**config.mk**
```make
export PLATFORM = sky130hd
export DESIGN_NAME = gate_test_sequencer
export DESIGN_NICKNAME = d
export VERILOG_FILES = /design/src/rtl/gate_test_pkg.sv /design/src/rtl/gate_test_sequencer_settle_timer.sv /design/src/rtl/gate_test_sequencer.sv
export SDC_FILE = /design/constraint.sdc
export NUM_CORES = 1
export LEC_CHECK = 0
export ABC_AREA = 1
export BUFFER_PORTS_ARGS = -buffer_cell sky130_fd_sc_hd__buf_2
export CAP_MARGIN = 20
export CORE_MARGIN = 5
export CORE_UTILIZATION = 33
export CTS_CLUSTER_DIAMETER = 120
export CTS_CLUSTER_SIZE = 20
export DETAILED_ROUTE_END_ITERATION = 7
export MAX_ROUTING_LAYER = met4
export PLACE_DENSITY_LB_ADDON = 0.08
export SLEW_MARGIN = 30
export SYNTH_ARGS = -nofsm -noshare
export SYNTH_HDL_FRONTEND = slang
export SYNTH_HIERARCHICAL = 1
export SYNTH_SLANG_ARGS = --single-unit
```
**constraint.sdc**
```tcl
create_clock -name clk -period 3.1 [get_ports clk]
set_clock_uncertainty 0.2 [all_clocks]
set_input_delay 0.62 -clock clk [delete_from_list [all_inputs] [get_ports clk]]
set_output_delay 0.62 -clock clk [all_outputs]
set_load 0.005 [all_outputs]
```
**src/rtl/gate_test_pkg.sv**
```systemverilog
// Shared definitions for the gate test sequencers: state encoding and default
// stimulus constants.
package gate_test_pkg;

  localparam logic [2:0] ST_IDLE   = 3'd0;
  localparam logic [2:0] ST_DRIVE  = 3'd1;
  localparam logic [2:0] ST_SETTLE = 3'd2;
  localparam logic [2:0] ST_CHECK  = 3'd3;
  localparam logic [2:0] ST_NEXT   = 3'd4;
  localparam logic [2:0] ST_DONE   = 3'd5;

  typedef enum logic [2:0] {
    S_IDLE   = ST_IDLE,
    S_DRIVE  = ST_DRIVE,
    S_SETTLE = ST_SETTLE,
    S_CHECK  = ST_CHECK,
    S_NEXT   = ST_NEXT,
    S_DONE   = ST_DONE
  } state_e;

  localparam logic [31:0] DEF_PATTERN       = 32'h0000A5C3;
  localparam int          DEF_SETTLE_CYCLES = 2;

  // Index width for n entries, never below one bit.
  function automatic int idx_width(input int n);
    return (n > 1) ? $clog2(n) : 1;
  endfunction

endpackage

```
**src/rtl/gate_test_sequencer_settle_timer.sv**
```systemverilog
// Loadable down-counter with a zero flag; counts stop at zero.
module settle_timer #(
  parameter int W = 8
) (
  input  logic         clk_i,
  input  logic         rst_ni,
  input  logic         load_i,
  input  logic         dec_i,
  input  logic [W-1:0] load_val_i,
  output logic         zero_o
);

  logic [W-1:0] cnt_q, cnt_d;

  always_comb begin
    cnt_d = cnt_q;
    if (load_i) begin
      cnt_d = load_val_i;
    end else if (dec_i && (cnt_q != '0)) begin
      cnt_d = cnt_q - W'(1);
    end
  end

  always_ff @(posedge clk_i) begin
    if (!rst_ni) begin
      cnt_q <= '0;
    end else begin
      cnt_q <= cnt_d;
    end
  end

  assign zero_o = (cnt_q == '0);

endmodule

```
**src/rtl/gate_test_sequencer.sv**
```systemverilog
// Drives a single-bit gate through a fixed vector pattern, samples its output
// after a settle time and accumulates mismatches against the expected function.
module gate_test_sequencer
  import gate_test_pkg::*;
#(
  parameter int          NUM_VEC       = 16,
  parameter logic [31:0] PATTERN       = DEF_PATTERN,
  parameter int          SETTLE_CYCLES = DEF_SETTLE_CYCLES,
  parameter bit          INVERT        = 1'b1,
  localparam int         ERR_W         = $clog2(NUM_VEC + 1),
  localparam int         IDX_W         = idx_width(NUM_VEC)
) (
  input  logic             clk,
  input  logic             rst_n,
  input  logic             start,
  output logic             dut_a,
  input  logic             dut_f,
  output logic             busy,
  output logic             done,
  output logic             pass,
  output logic [ERR_W-1:0] err_count,
  output logic [IDX_W-1:0] first_fail
);

  state_e           state_q, state_d;
  logic [IDX_W-1:0] idx_q, idx_d;
  logic             dut_a_q, dut_a_d;
  logic             pass_q, pass_d;
  logic [ERR_W-1:0] err_q, err_d;
  logic [IDX_W-1:0] ff_q, ff_d;
  logic             tmr_load, tmr_dec, tmr_zero;
  logic [4:0]       pat_idx;

  assign pat_idx = 5'(idx_q);

  settle_timer #(.W(8)) u_timer (
    .clk_i      (clk),
    .rst_ni     (rst_n),
    .load_i     (tmr_load),
    .dec_i      (tmr_dec),
    .load_val_i (8'(SETTLE_CYCLES - 1)),
    .zero_o     (tmr_zero)
  );

  always_comb begin
    state_d  = state_q;
    idx_d    = idx_q;
    dut_a_d  = dut_a_q;
    pass_d   = pass_q;
    err_d    = err_q;
    ff_d     = ff_q;
    tmr_load = 1'b0;
    tmr_dec  = 1'b0;
    case (state_q)
      S_IDLE: begin
        if (start) begin
          state_d = S_DRIVE;
          idx_d   = '0;
          err_d   = '0;
          ff_d    = '0;
          pass_d  = 1'b0;
        end
      end
      S_DRIVE: begin
        dut_a_d  = PATTERN[pat_idx];
        tmr_load = 1'b1;
        state_d  = S_SETTLE;
      end
      S_SETTLE: begin
        if (tmr_zero) begin
          state_d = S_CHECK;
        end else begin
          tmr_dec = 1'b1;
        end
      end
      S_CHECK: begin
        // dut_f is sampled raw: the gate shares this clock domain.
        if (dut_f != (dut_a_q ^ INVERT)) begin
          err_d = err_q + ERR_W'(1);
          if (err_q == '0) begin
            ff_d = idx_q;
          end
        end
        state_d = S_NEXT;
      end
      S_NEXT: begin
        if (idx_q == IDX_W'(NUM_VEC - 1)) begin
          state_d = S_DONE;
        end else begin
          idx_d   = idx_q + IDX_W'(1);
          state_d = S_DRIVE;
        end
      end
      S_DONE: begin
        pass_d  = (err_q == '0);
        state_d = S_IDLE;
      end
      default: state_d = S_IDLE;
    endcase
  end

  always_ff @(posedge clk) begin
    if (!rst_n) begin
      state_q <= S_IDLE;
      idx_q   <= '0;
      dut_a_q <= 1'b0;
      pass_q  <= 1'b0;
      err_q   <= '0;
      ff_q    <= '0;
    end else begin
      state_q <= state_d;
      idx_q   <= idx_d;
      dut_a_q <= dut_a_d;
      pass_q  <= pass_d;
      err_q   <= err_d;
      ff_q    <= ff_d;
    end
  end

  assign dut_a      = dut_a_q;
  assign busy       = (state_q == S_DRIVE) || (state_q == S_SETTLE) ||
                      (state_q == S_CHECK) || (state_q == S_NEXT);
  assign done       = (state_q == S_DONE);
  assign pass       = pass_q;
  assign err_count  = err_q;
  assign first_fail = ff_q;

endmodule

```
After elaboration in Yosys (flattened, before gate mapping) --
Memories as Yosys holds them, arrays and structs flattened. A register that Yosys moved wholly into a read port is not among the register bits. Cells that the tools add are included. W data, S select, Z words.
Word-level totals: register bits 25, bits in read-only memories 16, bits of input ports 4, output and inout bits 13, word-level logic and storage cells 64, memories kept 1
Operators by class: $add $sub $neg 3, equality and inequality tests 12, multiplexer cells 20, bitwise logic cells 2, reduce and logical (&&, ||, !) cells 19
Memory list:
- (name not given) | words 16, bits a word 1, read ports 1, clocked after Yosys merged registers in 1, write ports 0, RTL line gate_test_sequencer.sv:65 | dut_a_d = PATTERN[pat_idx];
Operators by type and width (count):
- $mux W4 | 4
- $pmux W4 S2 | 2
- $pmux W3 S5 | 1
- $mux W5 | 2
- $ne A2 B2 Y1 const B | 5
- $pmux W5 S2 | 1
- $mux W3 | 3
- $logic_not A8 Y1 | 1
- $reduce_bool A2 Y1 | 4
- $reduce_bool A8 Y1 | 1
- $sub A8 B1 Y8 const B | 1
- $eq A3 B2 Y1 const B | 2
- $eq A3 B3 Y1 const B | 2
- $mux W1 | 6
- $reduce_and A3 Y1 | 2
- $add A5 B1 Y5 const B | 1
- $logic_not A5 Y1 | 1
- $add A4 B1 Y4 const B | 1
- $eq A4 B4 Y1 const B | 1
- $reduce_and A2 Y1 | 2
- $reduce_and A4 Y1 | 1
- $eq A3 B1 Y1 const B | 1
- $logic_not A3 Y1 | 1
- $logic_or A1 B1 Y1 | 3
- other kinds (6) | 7

Depth between registers and ports, before layout --
Gate-level depths: netlist of the first run.
depth in word-level cells 6, depth in mapped cells 11

Hierarchy --
The synthesis of the first run kept the hierarchy.
Modules (own cells, without submodules):
- gate_test_sequencer | times used 1, cells each 154, area each 1017.2 µm², seq. area each 360.3 µm²
- settle_timer | times used 1, cells each 104, area each 600.6 µm², seq. area each 160.2 µm²

Least setup slack after synthesis of the first run --
Ideal clock, no wire load.
path kind register to output, start point register state_q[0], end point output port busy, data arrival time 908 ps, data required time 2280 ps, path slack 1372 ps, cell stages (with the launch flop) 7, path buffers 0, path through dfxtp_1 > inv_1 > nor3_1 > inv_1 > nand2_1 > inv_1 > nand3_1
Between the ends: longest elaborated chain between the ends 4
Ends and longest elaborated chain:
- start, declared | RTL line gate_test_sequencer.sv:25 | state_e state_q, state_d;
- start signal, assigned | RTL line gate_test_sequencer.sv:111 | state_q <= state_d;
- $eq A3 B1 Y1 / $eq A3 B2 Y1 (equally long branches) | RTL line gate_test_sequencer.sv:121 | assign busy = (state_q == S_DRIVE) || (state_q == S_SETTLE) ||
- $logic_or A1 B1 Y1 (2 in series) | RTL line gate_test_sequencer.sv:121
- $logic_or A1 B1 Y1 * | RTL line gate_test_sequencer.sv:122 | (state_q == S_CHECK) || (state_q == S_NEXT);
- end, declared | RTL line gate_test_sequencer.sv:18 | output logic busy,
Mark *: on every way between the ends. The rest lies on a longest branch, timed or not.

Worst setup path after layout of the first run --
Same ends and word-level chain as after synthesis.

==> results.json, run 1 <==
{
  "post_cts_buffers": 0,
  "r2r-start": "u_timer/cnt_q[0]",
  "antenna_cells": 0,
  "slew_violations": 0,
  "drtAntennaViolNets": 0,
  "dp_hpwl_um": 2800,
  "postCtsHoldBufs": 0,
  "die_y_um": 80.0,
  "p_clk_share_pct": 20.4,
  "swShare_pct": 42.6,
  "finalWorstSetupSlack_ns": 0.787,
  "globalplace.congestion": 0.816,
  "grt_start_max_net_pins": 16,
  "path_max_fanout": 12,
  "cts_tree": "built",
  "dpl_cell_area_um2": 1790,
  "synth_mux_area_share_pct": 0,
  "min_period_ns": 2.31,
  "ios": 17,
  "start_util_pct": 34.0,
  "path_buf_inv": 5,
  "async_flop_share_pct": 0,
  "synth_xor_area_share_pct": 2.17,
  "outcome": "finished, final reports clean",
  "die_area_um2": 6400,
  "syn2layout_area_growth_pct": 15.0,
  "core_um2": 4750,
  "path_delay_family": "buffers and inverters",
  "grt_pass1_vias": 1425,
  "synth_top_flop_cell": "dfxtp_1",
  "ys_seq_elements": 26,
  "via_per_inst": 4.34,
  "worstSetupPathType": "register to output pin",
  "drv_cap": 0,
  "synth-edff-count": 0,
  "p_leak_nw": 0.920,
  "max_freq_mhz": 432,
  "nFillCells": 546,
  "holdPathEnd": "first_fail[2]",
  "tightest_slew_ns": 0.501,
  "clk_path_buf_depth": 2,
  "reg2reg_depth": 11,
  "clock_latency_ns": 0.28,
  "timing.critical_path.depth": 8,
  "arrival_ns": 1.49,
  "hold_class": "register to register",
  "p_switching_mw": 0.610,
  "grt_pass1_wl_um": 6370,
  "cpMaxStageDelayCell": "dfxtp_1",
  "die_x_um": 80.0,
  "wire_per_inst_um": 10.5,
  "cpMostUsedCell": "inv_1",
  "total_power_mw": 1.43,
  "drt_first_pass_iters": 4,
  "htree_levels": 1,
  "synth_top_family_by_area": "simple AND/OR/NAND/NOR gates",
  "postSynthAreaPerCell_um2": 6.27,
  "start_kind": "register",
  "drive_above_1_share_pct": 14.2,
  "rsz0062_at_grt": "no",
  "synthAdderAreaFrac_pct": 4.64,
  "p_int_mw": 0.822,
  "grt_overflow": 0,
  "finalCritPeriodShare_pct": 74.6,
  "port_buffers": 16,
  "cp-end-kind": "output pin",
  "postRouteWirelength_um": 3670,
  "seqPwrFrac_pct": 32.6,
  "worstReg2RegEnd": "u_timer/cnt_q[5]",
  "comb_power_share_pct": 47.1,
  "synth_area_leaders": "dfxtp_1 (32%), nand2_1 (17%), nor2_1 (9.7%)",
  "synth_compound_gate_area_share_pct": 7.89,
  "cts.sinks": 26,
  "power_density_nw_per_um2": 770,
  "cts_buffers": 3,
  "max_stage_delay_ns": 0.40,
  "cp_cell_sequence": "inv_1, nor3_1, buf_4, inv_1, nand2_1, inv_1, nand3_1, buf_2",
  "layout.nets": 293,
  "vias": 1516,
  "slew_headroom_pct": 66.5,
  "yosys.area.top_type": "dfxtp_1",
  "groute.usage.overall_pct": 12.9,
  "vdd_drop_max_mv": 0.509,
  "cts_root_buf": "clkbuf_8",
  "path_clk_slew_ns": 0.10,
  "ctsResizeCount": 0,
  "drc": 0,
  "synth_warnings": 6,
  "yosysTopAreaCellShare_pct": 32.2,
  "syn_inst": 258,
  "setup_viol": 0,
  "synthSimpleGateAreaFrac_pct": 43.8,
  "rows": 25,
  "hold_path_depth": 2,
  "synth_sequential_area_ratio_pct": 32.2,
  "synth_cell_types": 27,
  "hold_viol": 0,
  "pre_cts_ws_ns": 1.09,
  "synth_area_um2": 1620,
  "fin_setup_tns_ns": 0,
  "utilization_pct": 39.1,
  "worst_hold_startpoint": "first_fail[2]",
  "drt_iter0_markers": 94,
  "reg2reg_slack_ns": 1.27,
  "fin_area_um2": 1860,
  "antenna_found_initial": 0,
  "required_ns": 2.28
}
==> synth_stat cells (2+ instances only) <==
cell	count
o21ai_0	10
nor3_1	4
dfxtp_1	26
nand4_1	2
nand3_1	23
nand2_2	6
nor2_1	42
xnor2_1	4
a21oi_1	13
inv_1	26
nand2_4	2
ha_1	6
inv_2	4
conb_1	2
nand2_1	74
nor2_2	3
==> cell families after synthesis <==
logic type	count (synthesis)
adders and majority gates	6
AOI/OAI and AO/OA	25
xor gates and xnor gates	4
DFF	26
buffers and inverters	35
other	2
and+or+nand+nor	160
==> state kept, by name (all words and copies together), names as in the netlist <==
name           flops
pass               1
err_count          5
idx_q              4
first_fail         4
u_timer/cnt_q      8
dut_a              1
state_q            3
==> power by group through the flow <==
stage,registers [mW],clock network (mW),logic [mW]
2_1_floorplan,0.464,0,0.535
3_3_place_gp,0.475,0,0.679
3_5_place_dp,0.476,0,0.680
4_1_cts,0.468,0.306,0.685
5_1_grt,0.481,0.322,0.788
6_report,0.466,0.292,0.674
==> per-stage QoR <==
step / hold WS, ns / instances
4_1_cts: 0.289 / 349
3_3_place_gp: 0.258 / 345
3_5_place_dp: 0.267 / 345
2_1_floorplan: 0.268 / 264
6_report: 0.284 / 349
5_1_grt: 0.302 / 349
==> layout make-up <==
cell class / count / area [um2] / share of cell area [%]
Inverter: 32 / 121 / 6.52
Clock inverter: 1 / 30.0 / 1.61
Clock buffer: 3 / 41.3 / 2.22
Tap cell: 67 / 83.8 / 4.51
Timing Repair Buffer: 17 / 87.6 / 4.71
Multi-Input combinational cell: 203 / 976 / 52.5
Sequential cell: 26 / 520 / 28.0
==> worst max path at each step <==
stage	start	end	slack, ns
floorplan	state_q[0]	busy	1.37
global placement	state_q[0]	busy	1.11
detailed placement	state_q[0]	busy	1.09
CTS	state_q[0]	busy	0.76
global route	state_q[0]	busy	0.60
finish	state_q[0]	busy	0.79
==> cells in the final DEF, fill, tap and decap left out, drive strengths merged, types with 2 or more instances in the layout <==
cell,n
conb,8
ha,6
o21ai,11
nand2,82
inv,30
clkinv,2
xnor2,4
a21oi,13
nor3,4
dfxtp,26
nor2,46
buf,17
nand4,2
clkbuf,3
nand3,24
==> per-layer routing <==
metal  part of all wire [%]  track usage, %  vias to the layer above
met3                    4.3            3.27                        2
met1                     50            16.2                      646
li1                       -               -                      849
met2                     45            21.4                       19
met4                   0.57            2.03                        0
met5                      0               -                        -
==> worst reg2reg max path: cells and delay by family, from the launching register on <==
family | cells | cell delay, ns
fa+ha+maj | 1 | 0.22
flops | 1 | 0.34
simple gates | 7 | 0.79
buf+inv | 3 | 0.24
Power figures use the tool's default switching activity.
==> run 2, diff against run 1 <==
==> constraint.sdc (replaced) <==
create_clock -name clk -period 2.3 [get_ports clk]
set_clock_uncertainty 0.2 [all_clocks]
set_input_delay 0.46 -clock clk [delete_from_list [all_inputs] [get_ports clk]]
set_output_delay 0.46 -clock clk [all_outputs]
set_load 0.005 [all_outputs]
==> results.json, run 2 (synthesized netlist as in run 1, its figures left out) <==
{
  "outcome": "finished, final reports clean",
  "wire_per_inst_um": 10.4,
  "port_buffers": 16,
  "vias": 1540,
  "fin_setup_tns_ns": 0,
  "hold_viol": 0,
  "finalCritPeriodShare_pct": 87.8,
  "drc": 0,
  "path_max_fanout": 5,
  "via_per_inst": 4.40,
  "ctsResizeCount": 0,
  "min_period_ns": 2.02,
  "grtUsageMet3_pct": 3.39,
  "die_y_um": 80.0,
  "antenna_cells": 0,
  "p_leak_nw": 0.916,
  "worstReg2RegEnd": "u_timer/cnt_q[1]",
  "drive_above_1_share_pct": 14.5,
  "rows": 25,
  "hold_class": "register to register",
  "top_usage_layer": "met2",
  "drt_iter0_markers": 33,
  "die_area_um2": 6400,
  "drtAntennaViolNets": 0,
  "antenna_found_initial": 0,
  "cp-end-kind": "output pin",
  "clk_path_buf_depth": 2,
  "worstSetupPathType": "register to output pin",
  "path_clk_slew_ns": 0.09,
  "start_kind": "register",
  "arrival_ns": 1.36,
  "max_freq_mhz": 495,
  "postRouteWirelength_um": 3640,
  "mostFrequentLayoutCell": "nand2_1",
  "cts.sinks": 26,
  "cts_root_buf": "clkbuf_8",
  "syn2layout_area_growth_pct": 14.1,
  "drt_first_pass_iters": 4,
  "grt_start_max_net_pins": 14,
  "drv_cap": 0,
  "met1_usage_pct": 15.7,
  "reg2reg_depth": 10,
  "cts_buffers": 3,
  "startpoint": "state_q[0]",
  "layout.nets": 295,
  "utilization_pct": 38.8,
  "groute.usage.overall_pct": 13.0,
  "grt_pass1_vias": 1442,
  "dp_cells": 347,
  "vdd_drop_max_mv": 0.447,
  "grt_pass1_wl_um": 6490,
  "required_ns": 1.64,
  "start_util_pct": 34.0,
  "final_cell_mix": "nand2_1 (74), nor2_1 (42), inv_1 (26), dfxtp_1 (26), nand3_1 (23)",
  "cts_tree": "built",
  "crit_path_end": "done",
  "dp_hpwl_um": 2820,
  "met2_usage_pct": 21.5,
  "grt_overflow": 0,
  "ios": 17,
  "r2r-start": "u_timer/cnt_q[0]",
  "regMostFlops": "u_timer/cnt_q",
  "postCtsHoldBufs": 0,
  "core_um2": 4750,
  "clock_latency_ns": 0.27,
  "power_density_nw_per_um2": 974,
  "largest_reg_flops": 8,
  "die_x_um": 80.0,
  "final_cells": 350,
  "globalplace.congestion": 0.796,
  "rsz0062_at_grt": "no",
  "reg2reg_slack_ns": 0.50,
  "post_cts_buffers": 0,
  "slew_violations": 0,
  "setup_viol": 0,
  "htree_levels": 1,
  "total_power_mw": 1.80
}
## run 2: cell count changes in the layout (fill, tap and decap cells not counted)
cell	delta
bufinv_16	-1
buf_4	+2
## run 2: worst min-delay path by stage
| stage | cells after the start | end | slack (ns) | startpoint |
|---|---|---|---|---|
| after global routing | 2 | first_fail[3] | 0.33 | first_fail[3] |
| final | 2 | first_fail[2] | 0.28 | first_fail[2] |
| after floorplan | 2 | u_timer/cnt_q[0] | 0.27 | u_timer/cnt_q[0] |
| after CTS | 2 | first_fail[0] | 0.29 | first_fail[0] |
| after detailed placement | 2 | first_fail[0] | 0.27 | first_fail[0] |
| after global placement | 2 | first_fail[3] | 0.26 | first_fail[3] |
## run 2: routing by layer
layer	wire length (um)	vias up
met3	157	6
met4	67	0
met2	1650	21
met1	1760	665
li1	-	848
met5	0	-
## run 2: through the flow
| step | area, um2 | setup WS, ns | hold WS [ns] |
|---|---|---|---|
| 3_5_place_dp | 1800 | 0.503 | 0.266 |
| 4_1_cts | 1850 | 0.256 | 0.288 |
| 6_report | 1850 | 0.280 | 0.282 |
| 2_1_floorplan | 1640 | 0.591 | 0.268 |
| 3_3_place_gp | 1800 | 0.529 | 0.258 |
| 5_1_grt | 1850 | 0.127 | 0.326 |
## run 2: area by class of cell
cell class | count | area (um2)
Tap cell | 67 | 83.8
Fill cell | 547 | 2910
Inverter | 32 | 121
Timing Repair Buffer | 19 | 103
Multi-Input combinational cell | 203 | 976
Sequential cell | 26 | 520
Clock buffer | 3 | 41.3
## run 2: power by group
part | switching (mW) | total, mW | internal [mW]
clock network | 0.143 | 0.260 | 0.117
registers | 0.0881 | 0.629 | 0.541
logic | 0.572 | 0.909 | 0.337
total | 0.802 | 1.80 | 0.996
## run 2: critical path, stage by stage, from the launching register on
cell and delay, ns:
dfxtp_1 0.40, inv_1 0.11, nor3_1 0.39, buf_2 0.19
==> run 3, diff against run 2 <==
--- a/config.mk
+++ b/config.mk
@@ -10,7 +10,7 @@
 export CAP_MARGIN = 20
 export CORE_MARGIN = 5
 export CORE_UTILIZATION = 33
-export CTS_CLUSTER_DIAMETER = 120
+export CTS_CLUSTER_DIAMETER = 60
 export CTS_CLUSTER_SIZE = 20
 export DETAILED_ROUTE_END_ITERATION = 7
 export MAX_ROUTING_LAYER = met4
==> constraint.sdc (replaced) <==
create_clock -name clk -period 2.3 [get_ports clk]
set_clock_uncertainty 0.2 [all_clocks]
set_input_delay 0.23 -clock clk [delete_from_list [all_inputs] [get_ports clk]]
set_output_delay 0.23 -clock clk [all_outputs]
set_load 0.005 [all_outputs]
==> results.json, run 3 (synthesized netlist as in run 1, its figures left out) <==
{
  "grt_pass1_vias": 1463,
  "dp_hpwl_um": 2810,
  "layout.nets": 296,
  "max_stage_delay_ns": 0.41,
  "cts_root_buf": "clkbuf_8",
  "rows": 25,
  "vdd_drop_max_mv": 0.415,
  "swShare_pct": 42.2,
  "finalWorstSetupSlack_ns": 0.250,
  "setup_viol": 0,
  "worst_hold_slack_ns": 0.170,
  "wire_per_inst_um": 10.2,
  "cts_tree": "built",
  "pre_cts_ws_ns": 0.520,
  "p_int_mw": 1.12,
  "postRouteWirelength_um": 3600,
  "power_density_nw_per_um2": 1030,
  "final_cell_mix": "nand2_1 (74), nor2_1 (42), inv_1 (26), dfxtp_1 (26), nand3_1 (23)",
  "regMostFlops": "u_timer/cnt_q",
  "drtAntennaViolNets": 0,
  "grt_pass1_wl_um": 6600,
  "cts.sinks": 26,
  "dr_wl_met3_um": 148,
  "antenna_found_initial": 0,
  "min_period_ns": 2.05,
  "die_area_um2": 6400,
  "grt_overflow": 0,
  "p_leak_nw": 0.935,
  "wl_met2_um": 1710,
  "drt_iter0_markers": 67,
  "drv_cap": 0,
  "ctsResizeCount": 0,
  "path_max_fanout": 6,
  "total_power_mw": 1.93,
  "syn2layout_area_growth_pct": 16.4,
  "clock_latency_ns": 0.27,
  "die_y_um": 80.0,
  "core_um2": 4750,
  "cts_buffers": 3,
  "die_x_um": 80.0,
  "path_clk_slew_ns": 0.10,
  "finalCritPeriodShare_pct": 89.1,
  "post_cts_buffers": 0,
  "worstSetupPathType": "register to output pin",
  "fin_setup_tns_ns": 0,
  "drive_above_1_share_pct": 15.1,
  "clk_path_buf_depth": 2,
  "outcome": "finished, final reports clean",
  "comb_power_share_pct": 47.3,
  "hold_viol": 0,
  "wl_met1_um": 1730,
  "cp_cell_sequence": "inv_1, nor3_1, buf_4, inv_1, nand2_1, inv_1, nand3_1, buf_2",
  "required_ns": 1.87,
  "largest_reg_flops": 8,
  "seqPwrFrac_pct": 32.5,
  "ios": 17,
  "via_per_inst": 4.31,
  "hold_class": "input port to register",
  "htree_levels": 1,
  "slew_violations": 0,
  "drc": 0,
  "cpMaxStageDelayCell": "dfxtp_1",
  "p_clk_share_pct": 20.1,
  "groute.usage.overall_pct": 13.3,
  "port_buffers": 16,
  "max_freq_mhz": 488,
  "p_switching_mw": 0.815,
  "globalplace.congestion": 0.812,
  "start_util_pct": 34.0,
  "rsz0062_at_grt": "no",
  "start_kind": "register",
  "mostFrequentLayoutCell": "nand2_1",
  "cpMostUsedCell": "inv_1",
  "reg2reg_slack_ns": 0.50,
  "grt_start_max_net_pins": 16,
  "cp-end-kind": "output pin",
  "antenna_cells": 0,
  "maxUsedRoutingLayer": "met4",
  "vias": 1517,
  "postCtsHoldBufs": 0,
  "drt_first_pass_iters": 5,
  "arrival_ns": 1.62
}
## run 3: layout make-up
| class | instances | area [um2] |
|---|---|---|
| Timing Repair Buffer | 20 | 110 |
| Sequential cell | 26 | 520 |
| Clock inverter | 1 | 30.0 |
| Tap cell | 67 | 83.8 |
| Inverter | 32 | 121 |
| Fill cell | 543 | 2870 |
| Clock buffer | 3 | 41.3 |
| Multi-Input combinational cell | 203 | 976 |
## run 3: worst paths after layout
path,from,to,depth (start not counted)
max,state_q[0],busy,8
min,rst_n,u_timer/cnt_q[6],4
max reg2reg,u_timer/cnt_q[0],u_timer/cnt_q[5],11
min reg2reg,first_fail[1],first_fail[1],2
## run 3: metal layers
metal,up-vias,global-route usage [%]
met1,647,16.6
met4,0,2.03
met3,2,3.27
li1,851,-
met5,-,-
met2,17,22.1
## run 3: power by group through the flow
stage	Clock, mW	Combinational (mW)	Sequential [mW]
global route	0.433	1.08	0.649
finish	0.389	0.914	0.628
global placement	0	0.927	0.643
detailed placement	0	0.922	0.642
CTS	0.410	0.927	0.631
floorplan	0	0.720	0.625
## run 3: critical path: cells and delay by family, from the launching register on
family / cells / cell delay, ns
DFF: 1 / 0.41
and+or+nand+nor: 3 / 0.39
buffers and inverters: 5 / 0.55
## run 3: metrics by stage
stage	area (um2)	utilization (%)	std cells
floorplan	1640	-	264
global placement	1810	38.1	348
detailed placement	1810	38.1	348
CTS	1880	39.6	352
global route	1880	39.6	352
finish	1880	39.6	352
